File: config.mk
export PLATFORM = sky130hd
export DESIGN_NAME = l1_buyruk_onbellek
export DESIGN_NICKNAME = d
export VERILOG_FILES = /design/src/rtl/l1_buyruk_onbellek.sv
export SDC_FILE = /design/constraint.sdc
export NUM_CORES = 1
export LEC_CHECK = 0
export ABC_AREA = 0
export BUFFER_PORTS_ARGS = -buffer_cell sky130_fd_sc_hd__buf_2
export CAP_MARGIN = 5
export CELL_PAD_IN_SITES_DETAIL_PLACEMENT = 0
export CELL_PAD_IN_SITES_GLOBAL_PLACEMENT = 2
export CORE_MARGIN = 5
export CORE_UTILIZATION = 35
export DETAILED_ROUTE_END_ITERATION = 7
export PLACE_DENSITY_LB_ADDON = 0.1
export SETUP_SLACK_MARGIN = 0.1
export SKIP_LAST_GASP = 1
export SYNTH_ARGS = -nofsm -noshare
export SYNTH_HDL_FRONTEND = slang
export SYNTH_SLANG_ARGS = --single-unit
File: constraint.sdc
create_clock -name clk_i -period 13.2 [get_ports clk_i]
set_input_delay 1.32 -clock clk_i [delete_from_list [all_inputs] [get_ports clk_i]]
set_output_delay 1.32 -clock clk_i [all_outputs]
set_load 0.03 [all_outputs]
File: src/rtl/l1_buyruk_onbellek.sv
// l1_buyruk_onbellek: direct-mapped, blocking L1 instruction cache.
//
// Sits between the core fetch port and the lower-level instruction memory
// and serves one fetch at a time. Tag and valid bits are held in flops.
// A hit is answered from the local data array. A miss refills one whole
// block from memory, writes it into the line and forwards it to the core.
//
// Ports:
//   clk_i, rstn_i              clock (rising edge), async active-low reset
//   buyruk_istek_*             core fetch request (address, valid/ready)
//   buyruk_yanit_*             block returned to the core (data, valid/ready)
//   bellek_istek_*             block-aligned refill request to memory
//   bellek_yanit_*             refill data from memory
//   onbellek_gecersiz_i        one-cycle pulse that invalidates every line
//   isabet_sayac_o / iska_sayac_o  free-running 32-bit hit / miss counters

`ifndef ADRES_BIT
`define ADRES_BIT 32
`endif
`ifndef L1_BLOK_BIT
`define L1_BLOK_BIT 32
`endif

module l1_buyruk_onbellek #(
  parameter int unsigned SATIR_SAYISI = 16,
  parameter int unsigned ADRES_BIT    = `ADRES_BIT,
  parameter int unsigned L1_BLOK_BIT  = `L1_BLOK_BIT
) (
  input  logic                   clk_i,
  input  logic                   rstn_i,
  input  logic [ADRES_BIT-1:0]   buyruk_istek_adres_i,
  input  logic                   buyruk_istek_gecerli_i,
  output logic                   buyruk_istek_hazir_o,
  output logic [L1_BLOK_BIT-1:0] buyruk_yanit_veri_o,
  output logic                   buyruk_yanit_gecerli_o,
  input  logic                   buyruk_yanit_hazir_i,
  output logic [ADRES_BIT-1:0]   bellek_istek_adres_o,
  output logic                   bellek_istek_gecerli_o,
  input  logic                   bellek_istek_hazir_i,
  input  logic [L1_BLOK_BIT-1:0] bellek_yanit_veri_i,
  input  logic                   bellek_yanit_gecerli_i,
  output logic                   bellek_yanit_hazir_o,
  input  logic                   onbellek_gecersiz_i,
  output logic [31:0]            isabet_sayac_o,
  output logic [31:0]            iska_sayac_o
);

  localparam int unsigned INDEKS_BIT = $clog2(SATIR_SAYISI);
  localparam int unsigned OFSET_BIT  = $clog2(L1_BLOK_BIT / 8);
  localparam int unsigned ETIKET_BIT = ADRES_BIT - INDEKS_BIT - OFSET_BIT;
  localparam int unsigned BLOK_BIT   = ETIKET_BIT + INDEKS_BIT;

  typedef enum logic [2:0] {
    BOSTA,
    ARA,
    BELLEK_ISTEK,
    BELLEK_BEKLE,
    YANIT
  } durum_e;

  durum_e                  durum_q, durum_d;
  // Only {tag, index} of the fetch address is kept; the byte offset is
  // irrelevant because the whole block is returned.
  logic [BLOK_BIT-1:0]     blok_q, blok_d;
  logic [SATIR_SAYISI-1:0] gecerli_q, gecerli_d;
  logic [L1_BLOK_BIT-1:0]  yanit_q, yanit_d;
  logic [31:0]             isabet_q, isabet_d;
  logic [31:0]             iska_q, iska_d;
  logic [ETIKET_BIT-1:0]   etiket_q [SATIR_SAYISI];
  logic [L1_BLOK_BIT-1:0]  veri_q   [SATIR_SAYISI];

  logic                    dolum_yaz;
  logic [INDEKS_BIT-1:0]   indeks;
  logic [ETIKET_BIT-1:0]   etiket;
  logic                    isabet;
  logic                    unused_ofset;

  assign unused_ofset = ^buyruk_istek_adres_i[OFSET_BIT-1:0];

  assign indeks = blok_q[INDEKS_BIT-1:0];
  assign etiket = blok_q[BLOK_BIT-1 -: ETIKET_BIT];
  assign isabet = gecerli_q[indeks] && (etiket_q[indeks] == etiket);

  assign buyruk_istek_hazir_o   = (durum_q == BOSTA) && !onbellek_gecersiz_i;
  assign buyruk_yanit_gecerli_o = (durum_q == YANIT);
  assign buyruk_yanit_veri_o    = yanit_q;
  assign bellek_istek_gecerli_o = (durum_q == BELLEK_ISTEK);
  assign bellek_istek_adres_o   = (durum_q == BELLEK_ISTEK) ?
                                  {blok_q, {OFSET_BIT{1'b0}}} : '0;
  assign bellek_yanit_hazir_o   = (durum_q == BELLEK_BEKLE);
  assign isabet_sayac_o         = isabet_q;
  assign iska_sayac_o           = iska_q;

  always_comb begin
    durum_d   = durum_q;
    blok_d    = blok_q;
    gecerli_d = gecerli_q;
    yanit_d   = yanit_q;
    isabet_d  = isabet_q;
    iska_d    = iska_q;
    dolum_yaz = 1'b0;

    unique case (durum_q)
      BOSTA: begin
        if (buyruk_istek_gecerli_i && buyruk_istek_hazir_o) begin
          blok_d  = buyruk_istek_adres_i[ADRES_BIT-1:OFSET_BIT];
          durum_d = ARA;
        end
      end
      ARA: begin
        if (isabet) begin
          yanit_d  = veri_q[indeks];
          isabet_d = isabet_q + 32'd1;
          durum_d  = YANIT;
        end else begin
          iska_d  = iska_q + 32'd1;
          durum_d = BELLEK_ISTEK;
        end
      end
      BELLEK_ISTEK: begin
        if (bellek_istek_hazir_i) begin
          durum_d = BELLEK_BEKLE;
        end
      end
      BELLEK_BEKLE: begin
        if (bellek_yanit_gecerli_i) begin
          dolum_yaz         = 1'b1;
          gecerli_d[indeks] = 1'b1;
          yanit_d           = bellek_yanit_veri_i;
          durum_d           = YANIT;
        end
      end
      YANIT: begin
        if (buyruk_yanit_hazir_i) begin
          durum_d = BOSTA;
        end
      end
      default: durum_d = BOSTA;
    endcase

    // Invalidate wins over a coincident refill: the line is written but
    // stays invalid, while the refilled block still goes to the core.
    if (onbellek_gecersiz_i) begin
      gecerli_d = '0;
    end
  end

  always_ff @(posedge clk_i or negedge rstn_i) begin
    if (!rstn_i) begin
      durum_q   <= BOSTA;
      blok_q    <= '0;
      gecerli_q <= '0;
      yanit_q   <= '0;
      isabet_q  <= '0;
      iska_q    <= '0;
    end else begin
      durum_q   <= durum_d;
      blok_q    <= blok_d;
      gecerli_q <= gecerli_d;
      yanit_q   <= yanit_d;
      isabet_q  <= isabet_d;
      iska_q    <= iska_d;
    end
  end

  // Tag and data arrays carry no reset; valid bits alone qualify them.
  always_ff @(posedge clk_i) begin
    if (dolum_yaz) begin
      etiket_q[indeks] <= etiket;
      veri_q[indeks]   <= bellek_yanit_veri_i;
    end
  end

endmodule

# Yosys cells after proc, flatten, opt, wreduce, memory -nomap -nowiden
# Memory sizes are Yosys's and may differ from the RTL's.
# Index checks and enable logic that the tools add are counted.
# word_totals
reg_bits	145
latchBits	0
ram_bits	928
mem_bits_ro	0
inputBits	71
output_inout_bits	132
mem_count	2
# classes
addsub	2
n_mul	0
div	0
order_cmp	2
n_eq_ne	10
n_shift	0
mux	21
n_bitwise	2
reduce_logical	15
# memory_table
name	words	width	read_ports	rd_ports_with_merged_regs	write_ports	line_no	text
veri_q	16	32	1	0	1	70	logic [L1_BLOK_BIT-1:0] veri_q [SATIR_SAYISI];
etiket_q	16	26	1	0	1	69	logic [ETIKET_BIT-1:0] etiket_q [SATIR_SAYISI];
# op_table
op	n
$mux 32	3
$add 32x1->32 const B	2
$pmux 32 s2	1
$mux 16	3
$eq 26x26->1	1
$or 16x16->16	1
$mux 3	5
$pmux 3 s5	1
$reduce_and 2->1	4
$eq 3x2->1 const B	2
$mux 1	6
$ne 2x1->1 const B	3
$reduce_bool 2->1	3
$lt 4x5->1 const B	1
$bmux 1 s4	1
$demux 1 s4	1
$ge 4x1->1 const B	1
$logic_and 1x1->1	4
$ne 2x2->1 const B	2
$reduce_and 4->1	1
$eq 3x1->1 const B	1
$eq 3x3->1 const B	1
$logic_not 3->1	1
$reduce_and 3->1	1
other kinds (2)	2

# Logic depth before layout (Yosys ltp)
# Gate-level depths: netlist (run 1).
# logic_depth
ltp_word	8
depth_mapped	17
mapped_depth_nobuf	9

# Worst setup path before layout (run 1)
# OpenSTA, ideal clock, no wires.
# synth_timing
path_kind	register to register
startpoint	register blok_q[2]
endpoint	memory etiket_q[4][0] (netlist bit), enable pin
setup_time_ns	0.547
arrival_ns	6.054
path_slack_ns	6.598
path_stages_with_launch	8
n_path_buf	5
period_less_slack_ns	6.602
path_cell_list	dfrtp_1 buf_2 buf_2 buf_1 clkbuf_1 buf_1 nand4_1 nor3_1
# synth_lines
item	line_no	text
from (decl)	64	logic [BLOK_BIT-1:0] blok_q, blok_d;
from (signal assigned)	158	blok_q <= blok_d;
to (decl)	69	
# Straight into the memory's write port.

# Worst setup path in the final report (run 1)
# layout_timing
startpoint	register blok_q[0]
endpoint	register yanit_q[13] (netlist: buyruk_yanit_veri_o[13])
# layout_via
elab_chain_cells	5
elab_cells_between_ends	10
# layout_rtl
item	line_no	text
$mem_v2 16x26 / $bmux 1 s4 (equally long branches)	--	
$eq 26x26->1 / $mux 1 (equally long branches)	82	assign isabet = gecerli_q[indeks] && (etiket_q[indeks] == etiket);
$logic_and 1x1->1	82	
$ne 2x2->1 (no source line)	--	
$reduce_and 3->1 (no source line)	--	
to (signal assigned)	160	yanit_q <= yanit_d;
to (decl)	66	logic [L1_BLOK_BIT-1:0] yanit_q, yanit_d;
# Parallel ways exist; a longest one is shown, timed or not. The select of a mux whose other input is x is not followed.
# A chain may end at the register's enable or synchronous reset.

==> results of run 1 <==
==> worst max-delay path, delay by kind of cell, from the launching register on <==
| kind | cells | cell delay [ns] |
|---|---|---|
| AO/OA/AOI/OAI | 4 | 0.74 |
| multiplexers | 2 | 1.04 |
| buffers and inverters | 4 | 2.51 |
| flip-flops | 1 | 0.76 |
| AND/OR/NAND/NOR | 3 | 1.07 |
==> sequential cells by signal, indices dropped and copies added, names as in the netlist <==
signal and flops:
veri_q 512, blok_q 30, buyruk_yanit_veri_o 32, etiket_q 416, durum_q 3, isabet_sayac_o 32
gecerli_q 16, iska_sayac_o 32
==> cell usage after synthesis, types with 5 or more instances <==
cell      instances  area share
buf_1             8     0.00070
o22ai_1           6     0.00088
nor3_1           22      0.0026
a31oi_1           8      0.0012
a22o_1            8      0.0016
xor2_1           38      0.0078
buf_4            11      0.0019
nor2_1           52      0.0046
nand3_1          29      0.0034
edfxtp_1        928        0.65
nand4_1          26      0.0038
nand3b_1          6      0.0011
mux2_4           29       0.010
mux2_2           40       0.011
and2_1           42      0.0061
a22oi_1          25      0.0044
o21ba_2           5      0.0012
buf_6            12      0.0032
nor4_1           17      0.0025
a21oi_1           6     0.00070
inv_1            11     0.00096
clkbuf_1         61      0.0053
and3_1           24      0.0035
dfrtp_1         145       0.085
nand2b_1          8      0.0012
xnor2_1          51       0.010
o21ai_0           5     0.00058
nor2b_1           6     0.00088
buf_2            28      0.0033
mux2i_1          94       0.022
mux4_2          238        0.13
nand2_1         144       0.013
==> metrics by stage <==
stage	total power [uW]	cells
6_report	10500	4175
5_1_grt	11100	4172
4_1_cts	10700	4172
3_5_place_dp	7510	3951
3_3_place_gp	7480	3951
2_1_floorplan	6490	2187
==> layout make-up <==
cell class	count	area [sq um]	area share
Antenna cell	3	7.51	0.000151
Clock buffer	177	3350	0.0675
Sequential cell	1073	31500	0.635
Timing Repair Buffer	260	1480	0.0297
Multi-Input combinational cell	981	10800	0.218
Inverter	12	45.0	0.000907
Clock inverter	44	420	0.00847
Tap cell	1625	2030	0.0409
==> layer usage <==
layer / global-route usage / vias up / share of wire / wire length, um
li1: - / 9323 / - / -
met4: 0.0392 / 2 / 0.017 / 1950
met5: 0 / - / 0.00012 / 13
met3: 0.0293 / 129 / 0.048 / 5410
met2: 0.284 / 513 / 0.48 / 54400
met1: 0.243 / 11700 / 0.45 / 51200
==> report_power, final <==
group          internal [uW]  switching [uW]  leakage, uW
Sequential              4040             358       0.0102
Clock                   1880            1300      0.00185
Combinational           1310            1640      0.00524
==> worst max-delay path by stage <==
stage | startpoint | end | slack (ns)
after floorplan | blok_q[2] | etiket_q[4][0] | 6.60
after global placement | blok_q[0] | buyruk_yanit_veri_o[18] | 6.47
after detailed placement | blok_q[0] | buyruk_yanit_veri_o[26] | 6.50
after CTS | blok_q[0] | buyruk_yanit_veri_o[13] | 6.42
after global routing | blok_q[0] | buyruk_yanit_veri_o[13] | 6.12
final | blok_q[0] | buyruk_yanit_veri_o[13] | 6.64
==> layout by cell type (no fill, tap or decap), types with 25 or more instances in the layout <==
cell,n
nand2_1,143
buf_2,197
mux2_4,29
a22oi_1,25
xnor2_1,51
mux4_2,238
mux2i_1,94
dfrtp_1,141
edfxtp_1,928
clkbuf_16,118
clkbuf_1,41
buf_4,61
nand4_1,26
xor2_1,38
nor2_1,40
nand3_1,29
mux2_2,40
and2_1,42
==> logic make-up after synthesis <==
group,share of synthesized area
buf+inv,0.0156
xor+xnor,0.0182
fa+ha+maj,0.000584
compound gates,0.0164
other cells,0.0000875
flops,0.735
simple gates,0.0463
mux,0.168
==> flow_summary.json, run 1 <==
{
  "p_leak_uw": 0.0173,
  "grt_pass1_wl_um": 165000,
  "worst_pin_slew_ns": 1.08,
  "status": "finished, final reports clean",
  "via_count": 21600,
  "boundaryPins": 203,
  "cts_buffer_depth": 3,
  "rr_endpoint": "buyruk_yanit_veri_o[13]",
  "port_buffers": 198,
  "initial_core_util": 0.352,
  "ir_drop_v": 0.000144,
  "slowest_stage": "buf_4",
  "synth_ff_type": "edfxtp_1",
  "max_freq_mhz": 152,
  "clk_pin_slew_worst_paths_ns": 0.06,
  "drtPass1Iterations": 5,
  "cts_hold_buf": 0,
  "grt_overflow": 0,
  "ctsResizeCount": 0,
  "dp_hpwl_um": 60700,
  "core_sq_um": 122000,
  "netlist_area_sq_um": 42800,
  "dieWidth_um": 360,
  "crit_required_ns": 13.77,
  "syn2layout_area_growth_pct": 15.9,
  "synth-seq-cells": 1073,
  "yosysUniqueCellTypes": 65,
  "synth_edf_count": 928,
  "nFillCells": 10900,
  "antenna_found_initial": 7,
  "fin_crit_sh": 0.497,
  "htreeDepth": 3,
  "post-cts-setup-buffers": 0,
  "grt_pass1_vias": 23400,
  "routed_wl_um": 113000,
  "ys_seq_area_frac": 0.735,
  "period_needed_ns": 6.56,
  "cts_tree": "yes",
  "hold_violations": 0,
  "drt_iter0_markers": 1704,
  "drt-vias-per-instance": 5.18,
  "ant_nets": 0,
  "reg2reg_depth": 13,
  "gp_congestion": 0.722,
  "nNetsFinal": 2517,
  "drive_gt1_frac": 0.302,
  "wire_per_inst_um": 27.0,
  "worstPathMaxFanout": 115,
  "rsz0062_at_grt": "no",
  "avgSynthCellArea_sq_um": 19.6,
  "rr_startpoint": "blok_q[0]",
  "synthArstFlopShare": 0.135,
  "grt_max_degree": 116,
  "worstSetupEndpointType": "flip-flop",
  "finalMaxSlewViolations": 0,
  "cts.sinks": 1073,
  "setup_violations": 0,
  "hp-class": "flip-flop to flip-flop",
  "cp.arrival_ns": 7.13,
  "fin_ws_ns": 6.64,
  "cap_violations": 0,
  "worstHoldPathCells": 1,
  "powerDensity_nw_per_um2": 212,
  "yosys_warnings": 0,
  "cpMostUsedCell": "buf_4",
  "finish.utilization": 0.408,
  "synth_cells": 2186,
  "crit_type": "flip-flop to flip-flop",
  "insertion_delay_ns": 0.70,
  "grt.total_usage": 0.173,
  "final_cell_area_sq_um": 49700,
  "slew_headroom": 0.281,
  "die_area_sq_um": 130000,
  "path_cells": "buf_12, buf_4, mux4_2, nand2_1, o22ai_1, a211oi_1, a31oi_1, nor4_1, nor4b_4, buf_4, a21boi_4, buf_4, mux2_4",
  "placed_cell_area_sq_um": 45900,
  "skew_ns": 0.0279,
  "slowest_delay_ns": 0.81,
  "row_count": 128,
  "numCtsBuffers": 116,
  "cts-root-buf": "clkbuf_16",
  "min_from": "iska_sayac_o[31]",
  "drc_errors": 0,
  "min_to": "iska_sayac_o[31]",
  "reg2reg_slack_ns": 6.64,
  "die-height_um": 360,
  "post-place-ws_ns": 6.50,
  "critPathLaunchType": "flip-flop",
  "fin_hold_ws_ns": 0.464,
  "setup_tns_ns": 0
}
No activity file was read; power rests on OpenSTA's default activity.
==> run 2, diff against run 1 <==
Clock period 13.2 ns to 6.4 ns, I/O delays scaled along.
==> flow_summary.json, run 2 (synthesized netlist as in run 1, its figures left out) <==
{
  "slowest_delay_ns": 1.02,
  "setup_tns_ns": 0,
  "cts_hold_buf": 0,
  "grt_pass1_vias": 23200,
  "path_buf_inv": 2,
  "ir_drop_v": 0.000361,
  "cts_buffer_depth": 3,
  "ctsResizeCount": 0,
  "worst_pin_slew_ns": 1.30,
  "worstPathMaxFanout": 43,
  "cts-root-buf": "clkbuf_16",
  "drtPass1Iterations": 5,
  "port_buffers": 198,
  "insertion_delay_ns": 0.71,
  "dieWidth_um": 360,
  "critPathLaunchType": "flip-flop",
  "fin_crit_sh": 0.829,
  "ant_nets": 0,
  "max_freq_mhz": 188,
  "grt_pass1_wl_um": 165000,
  "drt_iter0_markers": 1582,
  "worstSetupEndpointType": "flip-flop",
  "drive_gt1_frac": 0.314,
  "final_cell_mix": "edfxtp_1, mux4_2, buf_2",
  "crit_type": "flip-flop to flip-flop",
  "path_cells": "buf_12, mux4_2, nand2_1, o22ai_1, a211oi_1, a31oi_1, nor4_1, nor4b_4, a21boi_4, buf_4, mux2_4",
  "htreeDepth": 3,
  "status": "finished, final reports clean",
  "grt_max_degree": 99,
  "powerDensity_nw_per_um2": 442,
  "p_leak_uw": 0.0175,
  "die_area_sq_um": 130000,
  "die-height_um": 360,
  "largest_reg_flops": 512,
  "row_count": 128,
  "top_regs": "veri_q (512), etiket_q (416)",
  "syn2layout_area_growth_pct": 16.9,
  "slowest_stage": "dfrtp_4",
  "finalMaxSlewViolations": 0,
  "p_sw_uw": 6960,
  "largest-register": "veri_q",
  "hold_violations": 0,
  "via_count": 21800,
  "nNetsFinal": 2529,
  "cts_tree": "yes",
  "boundaryPins": 203,
  "wire_per_inst_um": 26.9,
  "hp-class": "input pin to async pin",
  "clk_pin_slew_worst_paths_ns": 0.06,
  "final_common_cell": "edfxtp_1",
  "pwr-share-seq": 0.412,
  "drc_errors": 0,
  "crit_required_ns": 6.99,
  "rsz0062_at_grt": "no",
  "slew_headroom": 0.129,
  "grt_overflow": 0,
  "comb_power_share": 0.275,
  "post-cts-setup-buffers": 0,
  "skew_ns": 0.0399,
  "cap_violations": 0,
  "intPower_uw": 15200,
  "p_clk_frac": 0.312,
  "drt-vias-per-instance": 5.20,
  "core_sq_um": 122000,
  "setup_violations": 0,
  "routed_wl_um": 113000,
  "cts.sinks": 1073,
  "cp.arrival_ns": 5.90,
  "grt.total_usage": 0.172,
  "swShare": 0.314,
  "antenna_found_initial": 7,
  "power_uw": 22100,
  "numCtsBuffers": 118,
  "initial_core_util": 0.352,
  "gp_congestion": 0.734,
  "dp_hpwl_um": 61900,
  "crit_family": "simple AND/OR/NAND/NOR gates",
  "period_needed_ns": 5.31
}
==> run 2: cell count changes in the layout (fill, tap and decap cells not counted), moves of 2 or more <==
cell	delta
clkbuf_16	+2
clkinv_1	+2
buf_12	+7
bufinv_16	+7
buf_4	+3
clkbuf_8	-9
clkbuf_1	-22
clkinvlp_4	+9
clkinv_2	+14
diode_2	+2
==> run 2: power groups by stage <==
stage                     combinational, uW  sequential, uW  clock [uW]
after detailed placement               6210            9310           0
after CTS                              6230            9170        7120
after global routing                   6570            9230        7410
after floorplan                        4320            9070           0
after global placement                 6200            9260           0
final                                  6090            9130        6910
==> run 2: per-layer routing <==
layer | vias to the layer above | part of all wire | global-route usage
met5 | - | 0.00023 | 0
met1 | 11700 | 0.45 | 0.242
met2 | 535 | 0.49 | 0.285
li1 | 9358 | - | -
met4 | 4 | 0.018 | 0.0348
met3 | 149 | 0.045 | 0.0316
==> run 2: worst paths after layout <==
path / startpoint / endpoint / slack [ns] / cells after the start
max: blok_q[0] / buyruk_yanit_veri_o[22] / 1.09 / 11
min in group clk_i: buyruk_istek_adres_i[19] / blok_q[17] / 0.17 / 2
min: rstn_i / iska_sayac_o[31] / 0.04 / 1
min reg2reg: iska_sayac_o[31] / iska_sayac_o[31] / 0.47 / 1
max in group asynchronous: rstn_i / blok_q[2] / 5.16 / 2
max reg2reg: blok_q[0] / buyruk_yanit_veri_o[22] / 1.09 / 11
==> run 2: cell type report <==
type                    count  area, sq um
inverters                  12         45.0
clock buffers             148         3200
diodes                      5         12.5
fillers                 10900        71700
clock inverters            77          806
flip-flops and latches   1073        31500
repair buffers            270         1640
well taps                1625         2030
multi-input cells         981        10800
==> run 2: metrics by stage <==
| stage | setup slack [ns] | std cells | cell area, sq um | util | hold WS [ns] |
|---|---|---|---|---|---|
| 6_report | 1.09 | 4191 | 50100 | 0.411 | 0.0358 |
| 5_1_grt | 0.941 | 4187 | 50100 | 0.411 | 0.0918 |
| 4_1_cts | 1.17 | 4186 | 50100 | 0.411 | 0.0430 |
| 3_5_place_dp | 1.21 | 3961 | 46000 | 0.378 | 0.466 |
| 3_3_place_gp | 1.19 | 3961 | 46000 | 0.378 | 0.458 |
| 2_1_floorplan | 0.0688 | 2187 | 42900 | - | 0.344 |
